==> src/rtl/pc_gen.sv <==
// ============================================================================
// pc_gen : program counter generator with redirect, trap and alignment fault
// Rev 1.0
// ============================================================================
`default_nettype none

module pc_gen #(
  parameter int                XLEN      = 32,
  parameter int                INC_BYTES = 4,
  parameter logic [XLEN-1:0]   RESET_PC  = 32'h0000_0000,
  parameter logic [XLEN-1:0]   TRAP_PC   = 32'h0000_0100,
  parameter int                CNT_W     = 16
) (
  input  logic             clk,
  input  logic             rst,
  input  logic             stall,
  input  logic             fetch_ready,
  input  logic             redirect_valid,
  input  logic [XLEN-1:0]  redirect_target,
  input  logic             trap,
  output logic [XLEN-1:0]  pc,
  output logic [XLEN-1:0]  pc_next_seq,
  output logic             pc_valid,
  output logic             misaligned,
  output logic [CNT_W-1:0] fetch_count
);

  typedef enum logic [1:0] {
    ST_IDLE  = 2'd0,
    ST_RUN   = 2'd1,
    ST_FAULT = 2'd2
  } state_t;

  localparam logic [XLEN-1:0]  INC_VAL    = XLEN'(INC_BYTES);
  localparam logic [XLEN-1:0]  ALIGN_MASK = XLEN'(INC_BYTES - 1);
  localparam logic [CNT_W-1:0] CNT_ONE    = CNT_W'(1);

  state_t            state_q, state_d;
  logic [XLEN-1:0]   pc_q, pc_d;
  logic              pc_valid_q, pc_valid_d;
  logic              misaligned_q, misaligned_d;
  logic [CNT_W-1:0]  fetch_count_q, fetch_count_d;

  logic              accept;
  logic              target_bad;
  logic [XLEN-1:0]   pc_inc;

  assign pc_inc     = pc_q + INC_VAL;
  assign target_bad = |(redirect_target & ALIGN_MASK);
  // pc_valid is only ever high in RUN, so accept implies RUN.
  assign accept     = pc_valid_q & fetch_ready & ~stall;

  always_comb begin
    state_d       = state_q;
    pc_d          = pc_q;
    misaligned_d  = misaligned_q;
    fetch_count_d = fetch_count_q;

    if (trap) begin
      // Trap wins over redirect; the dropped redirect is not alignment-checked.
      pc_d         = TRAP_PC;
      misaligned_d = 1'b0;
      state_d      = ST_RUN;
    end else begin
      case (state_q)
        ST_IDLE: state_d = ST_RUN;
        ST_RUN: begin
          if (redirect_valid) begin
            if (target_bad) begin
              state_d      = ST_FAULT;
              misaligned_d = 1'b1;
            end else begin
              pc_d = redirect_target;
            end
          end else if (accept) begin
            pc_d          = pc_inc;
            fetch_count_d = fetch_count_q + CNT_ONE;
          end
        end
        ST_FAULT: state_d = ST_FAULT;
        default:  state_d = ST_IDLE;
      endcase
    end

    pc_valid_d = (state_d == ST_RUN);
  end

  always_ff @(posedge clk) begin
    if (rst) begin
      state_q       <= ST_IDLE;
      pc_q          <= RESET_PC;
      pc_valid_q    <= 1'b0;
      misaligned_q  <= 1'b0;
      fetch_count_q <= '0;
    end else begin
      state_q       <= state_d;
      pc_q          <= pc_d;
      pc_valid_q    <= pc_valid_d;
      misaligned_q  <= misaligned_d;
      fetch_count_q <= fetch_count_d;
    end
  end

  assign pc          = pc_q;
  assign pc_next_seq = pc_inc;
  assign pc_valid    = pc_valid_q;
  assign misaligned  = misaligned_q;
  assign fetch_count = fetch_count_q;

endmodule

`default_nettype wire
==> config.mk <==
export PLATFORM = sky130hd
export DESIGN_NAME = pc_gen
export DESIGN_NICKNAME = d
export VERILOG_FILES = /design/src/rtl/pc_gen.sv
export SDC_FILE = /design/constraint.sdc
export NUM_CORES = 1
export LEC_CHECK = 0
export BUFFER_PORTS_ARGS = -buffer_cell sky130_fd_sc_hd__clkbuf_2
export CAP_MARGIN = 20
export CORE_MARGIN = 10
export CORE_UTILIZATION = 45
export CTS_BUF_LIST = sky130_fd_sc_hd__clkbuf_8
export CTS_CLUSTER_DIAMETER = 150
export CTS_CLUSTER_SIZE = 16
export DETAILED_ROUTE_END_ITERATION = 8
export GPL_ROUTABILITY_DRIVEN = 0
export GPL_TIMING_DRIVEN = 0
export PLACE_DENSITY = 0.85
export SLEW_MARGIN = 20
export SYNTH_ARGS = -nofsm -noshare
export SYNTH_HDL_FRONTEND = slang
export SYNTH_SLANG_ARGS = --single-unit
==> constraint.sdc <==
create_clock -name clk -period 2 [get_ports clk]
set_clock_uncertainty 0.1 [all_clocks]
set_input_delay 0 -clock clk [delete_from_list [all_inputs] [get_ports clk]]
set_output_delay 0 -clock clk [all_outputs]
set_load 0.005 [all_outputs]
After elaboration in Yosys (flattened, before gate mapping)
Cells that the tools add are included.
Word-level totals
  output and inout port bits: 82
  memory bits (writable): 0
  logic and storage cells: 37
  input bits: 38
  register bits: 52
  memories kept: 0
  memory bits (read-only): 0
  bits in latches: 0
Cells by class
  reduce and logical (&&, ||, !) cells: 10
  eq/ne operators: 5
  muxes and demuxes: 9
  multipliers: 0
  $lt $le $gt $ge: 0
  add/sub/neg operators: 2
  div/mod/pow operators: 0
  bitwise operators: 5
  shift operators: 0
Operator list (number)
  32-bit 2-to-1 mux: 3
  32-bit by 3-bit adder with 32-bit output (second input constant): 1
  9-bit 2-to-1 mux: 2
  16-bit by 1-bit adder with 16-bit output (second input constant): 1
  3-bit AND reduction: 3
  2-bit 2-to-1 mux: 3
  2-bit one-hot mux with 3 select lines: 1
  2-bit by 1-bit equality test with 1-bit output (second input constant): 2
  4-bit AND reduction: 1
  2-bit nonzero test: 2
  2-bit OR reduction: 2
  3-bit != test (second input constant): 1
  1-bit NOT: 3
  3-bit nonzero test: 1
  1-bit bitwise AND: 2
  2-bit equality test (second input constant): 1
  2-bit logical NOT: 1
  2-bit != test (second input constant): 1

Depth between registers and ports, before layout
Gate-level depths: netlist (run 1).
  depth in word-level cells: 6
  depth in mapped cells: 7
  gate-level depth less buffers: 6

Worst setup path after synthesis (run 1)
OpenSTA, ideal clock, no wires.
  path kind: flip-flop to flip-flop
  start point: register pc_q[2] (netlist: pc[2])
  end point: register pc_q[12] (netlist: pc[12])
  path buffers: 0
  period minus slack after synthesis: 1.913 ns
  data required time: 1.780 ns
  cell stages (with the launch flop): 7
  arrival time: 1.693 ns
  setup time: 0.120 ns
  path slack: 0.087 ns
  cells stage by stage: dfxtp_1 -> ha_1 -> nand3_2 -> nor3_1 -> a21oi_1 -> o21a_1 -> a211o_1
Between the ends
  word-level cells in the longest chain between the ends: 3
Ends and longest elaborated chain
  from (decl): line 39  | logic [XLEN-1:0] pc_q, pc_d;
  from (signal assigned): line 97  | pc_q <= pc_d;
  32-bit by 3-bit adder with 32-bit output: line 48  | assign pc_inc = pc_q + INC_VAL;
  32-bit 2-to-1 mux: line 75  | end else if (accept) begin
  32-bit 2-to-1 mux: line 68  | if (redirect_valid) begin
Every way passes these cells. The select of a mux whose other input is x is not followed.
A chain may end at the register's enable or synchronous reset.

Worst setup path after layout (run 1)
  start point: input rst
  end point: register pc_q[23] (netlist: pc[23])
Between the ends
  word-level cells in the longest chain between the ends: 1
Ends and longest elaborated chain
  from (decl): line 15  | input logic rst,
  2-bit OR reduction (no line)
Every way passes these cells.

==> summary.md, run 1 <==
| Metric | Value |
|---|---|
| Crit path kind | input pin to flop |
| Share of total power in the clock network | roughly 37% |
| 1st-iter DRT viols | roughly 460 |
| Fin cells | roughly 630 |
| Failing checks | setup timing |
| Clk_lat worst skew | roughly 0.33 ns |
| Sw frac | 25.3% |
| Max Root-Sink Buffers | 2 |
| Detailed-route wire length per cell | ~20 µm |
| Hold_sp | trap |
| Int Pwr | between 1.5 and 2 mW |
| GR Layer Usage met2 | about a third |
| R2R Path Start | pc_valid$_SDFF_PP0_ |
| # DRC | 0 |
| Post-Synthesis Cells | 356 |
| Cells on worst reg2reg path | 4 |
| Final core utilization | 72.7% |
| Tcrit/Tclk final | 111% |
| Crit-path cells | dlygate4sd3_1, clkbuf_2, or2_2, clkbuf_1, nor4_2, a31oi_1, o311ai_0 |
| Status | finished, violations left |
| Endpoint required time on the critical path | 2.10 ns |
| Root Driver | clkbuf_8 |
| First-pass DRT Iterations | 6 |
| Buf/Inv on CP | 3 |
| Gate power share | 12.7% |
| Sequential area share after synthesis | 34.8% |
| Clock Pin Slew Worst Setup and Hold Paths | between 0.1 and 0.15 ns |
| RSZ-0062 raised after global routing | true |
| Flip-flop and latch area | 1080 µm² |
| Core Region | 6390 µm² |
| Distinct cells, synth | 57 |
| First-pass GRT wire length | roughly 18,000 µm |
| Die width | 102 µm |
| Initial Utilization | between 40% and 50% |
| ANT nets after route | 0 |
| Worst Hold Depth | 4 |
| Pre-CTS setup slack | -0.182 ns |
| Die area | between 10,000 and 15,000 µm² |
| Hold WC Path Type | input pin to flop |
| Clock period minus worst slack | 2.22 ns |
| Max VDD drop | approximately 0.0003 V |
| Worst-margin pin slew | about 0.99 ns |
| Critical Path End Type | flop |
| Final HPWL DP | about 7600 µm |
| Sequential share of power | about 50% |
| Area of the multi-input gates | between 1500 and 2000 µm² |
| H-tree levels | 2 |
| Pins Over Slew Limit | 0 |
| Crit path DAT | about 2.3 ns |
| Ratio of cells with drive above 1 in the final layout | around 42% |
| Filler cells | ~430 |
| Leakage | ~2.0 nW |
| Post-Route WL | approximately 13,000 µm |
| Synth Warn # | 0 |
| Port bufs | ~120 |
| Total track usage | 20.6% |
| Fmax | about 450 MHz |
| Prevailing post-synth register cell | dfxtp_1 |
| CTS tree | done |
| Number of max-cap violations | 0 |
| Hold Path End | fetch_count[0]$_SDFFE_PP0P_ |
| Critical R2R Capture | pc[23]$_SDFFE_PP0P_ |
| Die height | a little over 100 µm |
| Busiest grt layer | met2 |
| Number of global-route vias before repair | 3,531 |
| Crit-path leading delay family | simple AND/OR/NAND/NOR gates |
| Worst path max stage delay | between 0.7 and 0.8 ns |
| Overall power | 2.13 mW |
| Net Sw Power | around 0.54 mW |
| Grt ovf | 0 |
| Layout Nets | slightly below 600 |
| Crit path launch type | input pin |
| Area grow syn2layout | 55.4% |
| Synthesized area | 2990 µm² |
| CP max stage cell | nor4_2 |
| Pwr Density | roughly 460 nW/µm² |
| Mean post-synth cell area | 8.40 µm² |
| CTS Buf Count | 5 |
| Initial antenna violation count | 1 |
| Mapped Nets | just under 400 |
| Largest net degree at the start of global routing | 17 |
| Slack of the worst reg-to-reg path | -0.12 ns |
| Asr flop ratio synth | 0% |
| EDFF count, synth | 0 |
| CTS sink count | 52 |
| Setup WS post-layout | -0.220 ns |
| Met3 Use GR | under 10% |
| # rows | 29 |
| Dpl cells | 552 |
| TNS Setup | -0.732 ns |
| Max-slew headroom | 33.4% |
| Final hold vios | 0 |
| # setup viols final | 12 |
| Crit Path Max Fanout | 9 |
| Post-synthesis register bit count | 52 |
| Vias per Instance | 6.19 |
| GR Layer Usage met1 | between 20% and 30% |
| I/O pins | 120 |
| Via count | between 3,000 and 4,000 |
[repair_timing]
action | in CTS | in global routing
cloned | 1 | 0
buffers inserted | 9 | 27
resized for setup | 40 | 37
hold buffers | 33 | 0
hold endpoints to repair | 32 | 0
endpoints found under the setup margin | 31 | 47
pin swaps | 13 | 17
[stage by stage]
stage | cell area, µm² | hold WS, ns
2_1_floorplan | 2990 | 0.00862
3_3_place_gp | 3680 | 0.104
3_5_place_dp | 3680 | 0.105
4_1_cts | 4340 | 0.0509
5_1_grt | 4650 | 0.0966
6_report | 4650 | 0.0804
[logic make-up after synthesis]
group	after synthesis	share of synthesized area [%]
AO/OA/AOI/OAI	82	19.0
buffers and inverters	25	4.14
flip-flops	52	34.8
XOR/XNOR	43	12.6
adder cells (fa/ha/maj)	2	0.837
multiplexers	1	0.335
AND/OR/NAND/NOR	151	28.3
[placed cells by master, fill, tap and decap left out, types with 8 or more instances in the layout]
master / instances
a21oi_1: 17
dlygate4sd3_1: 33
clkbuf_1: 8
and3_1: 9
o2bb2ai_1: 8
dfxtp_1: 29
o21ai_0: 17
buf_2: 8
xor2_1: 17
dfxtp_2: 20
a22oi_1: 8
xnor2_1: 20
nand2_1: 30
buf_4: 36
nand4_1: 14
nor2_1: 34
nand3_1: 15
clkbuf_2: 115
[flip-flops by register name, indices dropped and copies added (netlist names), named ones only]
register	count
fetch_count	16
misaligned	1
pc	30
pc_valid	1
state_q	2
[synth_stat cells (2+ instances only)]
library cell  count  area, µm²
o311ai_1          4       35.0
a31oi_1           3       18.8
nand4_1          14       87.6
nand3_1          21        105
a221oi_1          3       26.3
o21ai_0          17       85.1
xnor2_1          26        228
a32oi_1           2       17.5
and3_1            9       56.3
dfxtp_1          52       1040
or2_2             2       12.5
clkbuf_1         11       41.3
nor2_1           34        128
o21a_1            3       22.5
nand3_2           2       20.0
nor3_1            8       40.0
nor3_2            2       20.0
nor2_4            2       22.5
inv_1             2       7.51
nand2_1          31        116
a22oi_1           8       60.1
buf_4             2       15.0
or3_1             3       18.8
nor4_2            3       37.5
and4_1            4       35.0
nor2b_1           2       12.5
a21oi_1          17       85.1
a311oi_1          2       17.5
a41oi_1           2       17.5
o2bb2ai_1         8       70.1
nor4_4            2       42.5
ha_1              2       25.0
and2_1            4       25.0
buf_2             5       25.0
o311ai_0          5       43.8
xor2_1           17        149
buf_6             2       22.5
[power by group through the flow]
stage               Clock, mW  Sequential, mW  Combinational, mW
finish                  0.793            1.07              0.271
global route            0.835            1.07              0.287
CTS                     0.787            1.06              0.240
detailed placement          0            1.09              0.180
global placement            0            1.09              0.176
floorplan                   0            1.09             0.0920
[worst reg2reg max path, stage by stage, from the launching register on]
cell      delay, ns
dfxtp_1        0.36
nand3b_1       0.22
nor4_2         0.91
a31oi_1        0.23
o311ai_0       0.19
[layer usage]
metal	vias to the layer above	wire length [µm]	share of wire [%]
met1	1831	4510	35
li1	1695	-	-
met3	64	1450	11
met2	305	6330	49
met4	0	558	4.3
met5	-	0	0
[area by class of cell]
class | count | area share (%)
Inverter | 3 | 0.242
Multi-Input combinational cell | 279 | 43.0
Sequential cell | 52 | 23.2
Clock inverter | 2 | 0.835
Tap cell | 77 | 2.07
Buffer | 20 | 2.83
Clock buffer | 6 | 1.78
Timing Repair Buffer | 189 | 26.0
Antenna cell | 1 | 0.0539
[worst max path at each step]
stage                                  start             endpoint  slack (ns)  depth (start not counted)
after global placement    pc[2]$_SDFFE_PP0P_  pc[12]$_SDFFE_PP0P_       -0.14                          6
after global routing                     rst  pc[23]$_SDFFE_PP0P_       -0.18                          7
after floorplan           pc[2]$_SDFFE_PP0P_  pc[12]$_SDFFE_PP0P_        0.09                          6
after CTS                 pc[2]$_SDFFE_PP0P_      pc_next_seq[26]       -0.02                          7
final                                    rst  pc[23]$_SDFFE_PP0P_       -0.22                          7
after detailed placement  pc[2]$_SDFFE_PP0P_  pc[12]$_SDFFE_PP0P_       -0.18                          6
(Power assumes the default switching activity.)
==> run 2: changes to the inputs <==
- BUFFER_PORTS_ARGS: -buffer_cell sky130_fd_sc_hd__clkbuf_2 -> unset
- CORE_UTILIZATION: 45 -> 55
- DONT_BUFFER_PORTS: unset -> 1
- PLACE_DENSITY: 0.85 -> 0.8
==> summary.md, run 2 (synthesized netlist as in run 1, its figures left out) <==
| Metric | Value |
|---|---|
| Crit Path Max Fanout | 8 (was 9) |
| Core Region | 5200 µm² (was 6390 µm²) |
| Via count | 3,288 (was 3,895) |
| Root Driver | clkbuf_8 (unchanged) |
| Status | finished, violations left (unchanged) |
| Sequential share of power | 52.6% (was 50.0%) |
| # DRC | 0 (unchanged) |
| Net Sw Power | 0.513 mW (was 0.539 mW) |
| Clock period minus worst slack | 2.06 ns (was 2.22 ns) |
| Share of total power in the clock network | 36.9% (was 37.2%) |
| H-tree levels | 2 (unchanged) |
| Worst Hold Depth | 4 (unchanged) |
| Sw frac | 25.3% (about the same) |
| CTS tree | done (unchanged) |
| Endpoint required time on the critical path | 1.90 ns (was 2.10 ns) |
| CTS sink count | 52 (unchanged) |
| First-pass GRT wire length | 16,600 µm (was 17,600 µm) |
| Worst-margin pin slew | 0.612 ns (was 0.990 ns) |
| Pwr Density | 496 nW/µm² (was 458 nW/µm²) |
| Finished Cell Area | 4100 µm² (was 4650 µm²) |
| I/O pins | 120 (unchanged) |
| Worst path max stage delay | 0.37 ns (was 0.77 ns) |
| Gate power share | 10.5% (was 12.7%) |
| Number of antenna diodes | 0 (was 1) |
| Die height | 93.7 µm (was 102 µm) |
| Fmax | 485 MHz (was 450 MHz) |
| CTS Buf Count | 5 (unchanged) |
| Die area | 8790 µm² (was 10,300 µm²) |
| Vias per Instance | 6.59 (was 6.19) |
| Area grow syn2layout | 36.9% (was 55.4%) |
| Cells on worst reg2reg path | 7 (was 4) |
| Setup WS post-layout | -0.0612 ns (was -0.220 ns) |
| Layout Nets | 468 (was 590) |
| Initial antenna violation count | 0 (was 1) |
| Pre-CTS setup slack | -0.213 ns (was -0.182 ns) |
| Final HPWL DP | 7010 µm (was 7550 µm) |
| Crit path DAT | 1.96 ns (was 2.32 ns) |
| Crit-path cells | clkbuf_4, nand3_1, nor4_4, buf_4, nand4_1, xnor2_2 (was dlygate4sd3_1, clkbuf_2, or2_2, clkbuf_1, nor4_2, a31oi_1, o311ai_0) |
| ANT nets after route | 0 (unchanged) |
| Critical Path End Type | output pin (was flop) |
| Final hold vios | 0 (unchanged) |
| 1st-iter DRT viols | 315 (was 461) |
| Clk_lat worst skew | 0.31 ns (was 0.33 ns) |
| Number of global-route vias before repair | 3,158 (was 3,531) |
| Failing checks | setup timing (unchanged) |
| WP depth | 6 (was 7) |
| Placed Area | 3080 µm² (was 3680 µm²) |
| CP max stage cell | dfxtp_2 (was nor4_2) |
| Hold Slack | 0.0165 ns (was 0.0804 ns) |
| Post-Route WL | 11,200 µm (was 12,900 µm) |
| Detailed-route wire length per cell | 22.4 µm (was 20.4 µm) |
| Die width | 93.7 µm (was 102 µm) |
| Buf/Inv on CP | 2 (was 3) |
| Crit-path leading delay family | simple AND/OR/NAND/NOR gates (unchanged) |
| Ratio of cells with drive above 1 in the final layout | 27.3% (was 42.1%) |
| # rows | 26 (was 29) |
| Clock Pin Slew Worst Setup and Hold Paths | 0.10 ns (was 0.12 ns) |
| Overall power | 2.03 mW (was 2.13 mW) |
| Port bufs | 0 (was 119) |
| Max Root-Sink Buffers | 2 (unchanged) |
| Pins Over Slew Limit | 0 (unchanged) |
| Commonest non-fill, non-tap cells in the layout | 37 x dlygate4sd3_1, 32 x nor2_1, 30 x nand2_1 (was 115 x clkbuf_2, 36 x buf_4, 34 x nor2_1) |
| Grt ovf | 0 (unchanged) |
| Total track usage | 23.3% (was 20.6%) |
| Max FFs per register | 30 (unchanged) |
| RSZ-0062 raised after global routing | true (unchanged) |
| Hold WC Path Type | input pin to flop (unchanged) |
| Max-slew headroom | 59.2% (was 33.4%) |
| Largest net degree at the start of global routing | 17 (unchanged) |
| Leakage | 1.51 nW (was 2.03 nW) |
| Crit path kind | flop to output pin (was input pin to flop) |
| Crit path launch type | flop (was input pin) |
| TNS Setup | -0.0632 ns (was -0.732 ns) |
| Int Pwr | 1.52 mW (was 1.59 mW) |
| Tcrit/Tclk final | 103% (was 111%) |
| Leading cell type in the layout, fill and taps excluded | dlygate4sd3_1 (was clkbuf_2) |
| Initial Utilization | 57.5% (was 46.8%) |
| Max VDD drop | 0.000379 V (was 0.000306 V) |
| Number of max-cap violations | 0 (unchanged) |
| First-pass DRT Iterations | 7 (was 6) |
| # setup viols final | 2 (was 12) |
| Filler cells | 339 (was 427) |
## run 2: cell count changes in the layout (fill, tap and decap cells not counted), moves of 2 or more
cell	previous run	this run
dfxtp_2	20	22
clkbuf_2	115	1
o21ai_1	0	2
o21ai_0	17	15
buf_2	8	2
dlygate4sd3_1	33	37
nor2_2	1	3
xnor2_2	6	11
dfxtp_1	29	27
buf_4	36	29
nor2_1	34	32
xnor2_1	20	14
## run 2: worst min-delay path: stages
cell and delay [ns]:
o21ai_0 0.08, nand2_1 0.09, a2bb2oi_1 0.18, nor2_1 0.05
## run 2: power groups by stage
stage	Clock, mW	Combinational (mW)	Sequential, mW
3_3_place_gp	0	0.117	1.09
3_5_place_dp	0	0.119	1.09
2_1_floorplan	0	0.0920	1.09
6_report	0.750	0.214	1.07
5_1_grt	0.793	0.230	1.07
4_1_cts	0.750	0.192	1.07
## run 2: layout make-up
cell class	instances	area [µm²]	share of cell area, %
Tap cell	70	87.6	2.14
Timing Repair Buffer	65	582	14.2
Buffer	22	145	3.54
Clock buffer	5	68.8	1.68
Sequential cell	52	1080	26.4
Clock inverter	3	42.5	1.04
Multi-Input combinational cell	279	2080	50.7
Inverter	3	11.3	0.275
## run 2: path summary, 6_finish.rpt
check / startpoint / endpoint / slack, ns
worst max-delay path: pc[24]$_SDFFE_PP0P_ / pc_next_seq[30] / -0.06
worst min-delay path: redirect_target[1] / pc[2]$_SDFFE_PP0P_ / 0.02
worst max register to register: pc[2]$_SDFFE_PP0P_ / pc[14]$_SDFFE_PP0P_ / 0
worst min register to register: flop / flop / 0.43
## run 2: metrics by stage
step                utilization, %  std cells
CTS                           73.2        483
detailed placement            59.1        426
global route                  78.7        499
global placement              59.1        426
finish                        78.7        499
floorplan                        -        356
## run 2: what timing repair did
| action | 4_1_cts | 5_1_grt |
|---|---|---|
| setup endpoints to repair | 39 | 44 |
| cloned | 0 | 1 |
| endpoints found under the hold margin | 47 | 2 |
| hold buffers | 36 | 1 |
| buffers inserted | 13 | 14 |
| pin swaps | 11 | 20 |
| gates resized for setup | 43 | 45 |
## run 2: routing by layer
| metal | GRT usage [%] | wire [µm] | part of all wire [%] | vias to the layer above |
|---|---|---|---|---|
| met2 | 38.1 | 5340 | 48 | 234 |
| met1 | 27.0 | 3980 | 36 | 1554 |
| li1 | - | - | - | 1455 |
| met3 | 9.03 | 1490 | 13 | 45 |
| met4 | 8.35 | 369 | 3.3 | 0 |
| met5 | 0 | 0 | 0 | - |
